==> config.mk <==
export PLATFORM = sky130hd
export DESIGN_NAME = resource_client
export DESIGN_NICKNAME = d
export VERILOG_FILES = /design/src/rtl/resource_client_pkg.sv /design/src/rtl/resource_client_resp_timer.sv /design/src/rtl/resource_client.sv
export SDC_FILE = /design/constraint.sdc
export NUM_CORES = 1
export LEC_CHECK = 0
export BUFFER_PORTS_ARGS = -buffer_cell sky130_fd_sc_hd__buf_2
export CORE_MARGIN = 4
export CORE_UTILIZATION = 53
export DETAILED_ROUTE_END_ITERATION = 6
export PLACE_DENSITY = 0.85
export SKIP_CTS_REPAIR_TIMING = 1
export SYNTH_ARGS = -nofsm -noshare
export SYNTH_HDL_FRONTEND = slang
export SYNTH_SLANG_ARGS = --single-unit
==> constraint.sdc <==
create_clock -name clk -period 2.2 [get_ports clk]
set_input_delay 0 -clock clk [delete_from_list [all_inputs] [get_ports clk]]
set_output_delay 0 -clock clk [all_outputs]
set_load 0.02 [all_outputs]
==> src/rtl/resource_client_pkg.sv <==
// Shared types and constants for the resource client endpoint.
package resource_client_pkg;
  localparam int VALID_BUS_W     = 2;
  localparam int DEFAULT_TIMEOUT = 15;

  typedef enum logic [2:0] {
    ST_IDLE  = 3'd0,
    ST_REQ   = 3'd1,
    ST_WAIT  = 3'd2,
    ST_DRAIN = 3'd3,
    ST_HOLD  = 3'd4
  } state_t;
endpackage

==> src/rtl/resource_client_resp_timer.sv <==
// Saturating response timer: clear, count-enable, terminal count at RESP_TIMEOUT.
module resp_timer #(
  parameter int RESP_TIMEOUT = 15
) (
  input  logic clk,
  input  logic reset,
  input  logic clear,
  input  logic enable,
  output logic done
);
  localparam int W = $clog2(RESP_TIMEOUT + 1);
  localparam logic [W-1:0] TC = W'(RESP_TIMEOUT);

  logic [W-1:0] count;

  // Holds at terminal count rather than wrapping back to zero.
  always_ff @(posedge clk) begin
    if (!reset) begin
      count <= '0;
    end else if (clear) begin
      count <= '0;
    end else if (enable && (count != TC)) begin
      count <= count + 1'b1;
    end
  end

  assign done = (count == TC);
endmodule

==> src/rtl/resource_client.sv <==
// Requester endpoint: captures one operand, requests the arbiter, issues on grant,
// waits for this client's result bit and holds it for the consumer.
module resource_client
  import resource_client_pkg::*;
#(
  parameter int DATA_W       = 32,
  parameter int CLIENT_ID    = 0,
  parameter int RESP_TIMEOUT = DEFAULT_TIMEOUT
) (
  input  logic                   clk,
  input  logic                   reset,
  input  logic [DATA_W-1:0]      in_data,
  input  logic                   in_valid,
  output logic                   in_ready,
  input  logic                   in_flush,
  output logic                   arbiter_req,
  input  logic                   arbiter_grant,
  output logic [DATA_W-1:0]      resource_input,
  output logic                   out_valid_to_resource,
  input  logic [DATA_W-1:0]      resource_output,
  input  logic [VALID_BUS_W-1:0] in_valid_from_resource,
  output logic [DATA_W-1:0]      out_data,
  output logic                   out_valid_to_consumer,
  input  logic                   out_ready,
  output logic                   out_stall,
  output logic                   timeout_err
);
  state_t            state, next_state;
  logic [DATA_W-1:0] operand, result;
  logic              issue, tmo, capture_op, capture_res;
  logic              resp_hit, timer_done, timer_en;

  assign resp_hit = in_valid_from_resource[CLIENT_ID];
  assign timer_en = (state == ST_WAIT) || (state == ST_DRAIN);

  resp_timer #(.RESP_TIMEOUT(RESP_TIMEOUT)) u_timer (
    .clk    (clk),
    .reset  (reset),
    .clear  (issue),
    .enable (timer_en),
    .done   (timer_done)
  );

  always_ff @(posedge clk) begin
    if (!reset) begin
      state   <= ST_IDLE;
      operand <= '0;
      result  <= '0;
    end else begin
      state <= next_state;
      if (capture_op)  operand <= in_data;
      if (capture_res) result  <= resource_output;
    end
  end

  // Flush outranks grant, response and timeout everywhere except DRAIN.
  always_comb begin
    next_state  = state;
    issue       = 1'b0;
    tmo         = 1'b0;
    capture_op  = 1'b0;
    capture_res = 1'b0;
    case (state)
      ST_IDLE: begin
        if (in_valid && !in_flush) begin
          capture_op = 1'b1;
          next_state = ST_REQ;
        end
      end
      ST_REQ: begin
        if (in_flush) begin
          next_state = ST_IDLE;
        end else if (arbiter_grant) begin
          issue      = 1'b1;
          next_state = ST_WAIT;
        end
      end
      ST_WAIT: begin
        if (in_flush) begin
          next_state = ST_DRAIN;
        end else if (resp_hit) begin
          capture_res = 1'b1;
          next_state  = ST_HOLD;
        end else if (timer_done) begin
          tmo        = 1'b1;
          next_state = ST_IDLE;
        end
      end
      ST_DRAIN: begin
        if (resp_hit) begin
          next_state = ST_IDLE;
        end else if (timer_done) begin
          tmo        = 1'b1;
          next_state = ST_IDLE;
        end
      end
      ST_HOLD: begin
        if (in_flush || out_ready) next_state = ST_IDLE;
      end
      default: next_state = ST_IDLE;
    endcase
  end

  // Every output is forced low while reset is held, not just after the edge.
  assign in_ready              = reset && (state == ST_IDLE);
  assign arbiter_req           = reset && (state == ST_REQ);
  assign out_valid_to_resource = reset && issue;
  assign resource_input        = reset ? operand : '0;
  assign out_data              = reset ? result : '0;
  assign out_valid_to_consumer = reset && (state == ST_HOLD);
  assign out_stall             = reset && in_valid && !in_ready;
  assign timeout_err           = reset && tmo;
endmodule

==> impl_metrics.yaml <==
min_path:
  whs_path_depth: 3
  hold_class: "in -> reg"
clocking:
  insertion_delay_ns: 0.33
  clk_pin_slew_worst_paths_ns: 0.07
  cts_tree: "done"
  root_buffer: "clkbuf_8"
  numCtsBuffers: 9
  clockBufferDepth: 2
  ctsHtreeMaxLevel: 3
  numClockSinks: 71
floorplan:
  die_area_mm2: 0.008436
  die_y_um: 91.85
  dieWidth_um: 91.85
  core_mm2: 0.006794
  initial_utilization: 0.5484
  fp-row-count: 30
  num_io_pins: 142
setup_path:
  cp-endpoint: "timeout_err"
  critPathKind: "reg -> out"
  r2r_start: "state[1]$_SDFFE_PN0P_"
  r2r_cells: 4
  r2r-end: "result[19]$_SDFFE_PN0P_"
  startpoint: "state[1]$_SDFFE_PN0P_"
  start_kind: "register"
  cp-end-kind: "output port"
  crit_fanout: 14
  r2r_slack_ns: 0.51
  worstPathRequired_ns: 2.20
  arrival_ns: 1.74
global_route:
  grt-ovfl-total: 0
  antenna_found_initial: 0
  grt_max_degree: 75
  grt_pass1_vias: 2985
  gr-usage-all-layers: 0.1914
  grt_pass1_wl_um: 13550
placement:
  port_buffers: 140
  gp_congestion: 0.7105
  dp_hpwl_um: 5544
status:
  status: "finished clean"
layout:
  fin_nets: 608
  areaGrowthSynthToFinish_pct: 23.77
  layout-drive-gt1-share: 0.3173
  n_fill_cell: 570
  antennaDiodeCount: 0
logic_synthesis:
  synthMuxAreaShare: 0
  netlist_instances: 423
  synth_ff_type: "dfxtp_1"
  netlist_top_cells_area: "dfxtp_1, a21boi_0, o21a_1"
  synth_sequential_area_ratio: 0.3815
  yosys_warnings: 0
  ys_ff_latch: 71
  netlist_area_mm2: 0.003726
  ys_types: 36
  synth_edf_count: 0
  synth.avg_cell_area_um2: 8.809
  synthTopCellsByCount: "dfxtp_1, a21boi_0, and2_1, o21a_1, and3_1"
  async_flop_share: 0
  synth_area_leader_cell: "dfxtp_1"
  synth-simple-area-share: 0.2760
  synth_most_common_cell: "dfxtp_1"
  syn-num-nets: 496
  synth_top_area_frac: 0.3815
  synth_compound_area_frac: 0.2871
  synth-adder-area-share: 0.003358
  synth_top_family_by_area: "compound AO/OA/AOI/OAI gates"
  synth-xor-area-share: 0
power_and_ir_drop:
  p_leak_nw: 2.315
  power.total_mw: 2.532
  max-vdd-ir-drop_v: 0.0005423
  p_per_area_mw_per_mm2: 548.9
routing:
  post_drt_wl_per_cell_um: 13.16
  antenna_left: 0
  drtPass1Iterations: 4
  wirelength_um: 8356
  vias: 3308
  drt_iter0_drc: 127
  vias_per_cell: 5.209
  drc: 0
timing:
  period_needed_ns: 1.737
  drv_slew: 0
  setup_viol: 0
  setup_tns_ns: 0
  period_share: 0.7895
  slew_headroom: 0.4134
  finalHoldViolCount: 0
  max_freq_mhz: 575.8
  rsz0062_at_grt: "false"
  worstMarginPinSlew_ns: 0.8799
  clock_skew_ns: 0.005054
flow_run:
  drv_cap: 0
## worst max-delay path: stages (launching register included)
cell and delay, ns:
dfxtp_1 0.62, nor3b_1 0.40, o2111a_1 0.23, buf_2 0.16
## power by group
part | internal, mW | total [mW] | switching, mW
Sequential | 1.32 | 1.34 | 0.0213
Clock | 0.428 | 0.880 | 0.451
Combinational | 0.140 | 0.312 | 0.172
## stage by stage
step / util / std cells / hold WS (ns) / worst slack (ns) / area [um2]
finish: 0.6788 / 635 / 0.006453 / 0.4632 / 4612
global route: 0.6788 / 635 / 0.0008214 / 0.3495 / 4612
CTS: 0.6773 / 634 / -0.01151 / 0.4435 / 4602
detailed placement: 0.6532 / 619 / 0.3391 / 0.5285 / 4438
global placement: 0.6532 / 619 / 0.3352 / 0.6001 / 4438
floorplan: - / 423 / 0.1753 / 0.7379 / 3726
## sequential cells by signal, indices dropped and copies added (netlist names)
signal and count:
u_timer.count 4, result 32, state 3, operand 32
## kinds of logic (layout without fill, tap and decap cells)
kind of cell,Yosys count,after routing
and+or+nand+nor,160,160
DFF,71,71
buffers and inverters,47,163
adders and majority gates,1,1
AOI/OAI and AO/OA,144,144
## worst min-delay path by stage
stage | from | to | slack [ns]
floorplan | arbiter_grant | out_valid_to_resource | 0.18
global placement | in_data[15] | operand[15]$_SDFFE_PN0P_ | 0.34
detailed placement | in_data[11] | operand[11]$_SDFFE_PN0P_ | 0.34
CTS | in_data[3] | operand[3]$_SDFFE_PN0P_ | -0.01
global route | in_data[24] | operand[24]$_SDFFE_PN0P_ | 0.0008
finish | in_data[21] | operand[21]$_SDFFE_PN0P_ | 0.006
## layer usage
layer / GRT usage / up-vias / wire length (um)
met2: 0.3017 / 110 / 3584
met5: 0 / - / 0
met3: 0.06891 / 8 / 821
met1: 0.2451 / 1483 / 3866
li1: - / 1707 / -
met4: 0.05941 / 0 / 83
## layout make-up
cell class | count | area [um2] | area share
well taps | 96 | 120.1 | 0.02604
clock inverters | 4 | 22.52 | 0.004883
repair buffers | 146 | 788.3 | 0.1709
flip-flops and latches | 71 | 1421 | 0.3082
inverters | 2 | 7.507 | 0.001628
clock buffers | 11 | 141.4 | 0.03066
multi-input cells | 305 | 2111 | 0.4577
## layout by cell type (no fill, tap or decap), types with 2 or more instances in the layout
cell type	synthesis	routed
nand2b_1	2	2
a211oi_1	2	2
buf_2	2	139
nor2_1	4	4
nor3b_1	2	2
clkinv_2	0	3
o21a_1	64	64
a21oi_1	4	4
nand3_1	5	5
nand2_1	4	4
clkbuf_8	0	10
dfxtp_1	71	71
nor3_1	4	4
a21boi_0	64	64
buf_4	0	3
and3_1	56	56
and3_2	10	10
inv_1	2	2
and2_1	64	64
buf_12	0	3
o21ai_0	4	4
Power figures use the tool's default switching activity.
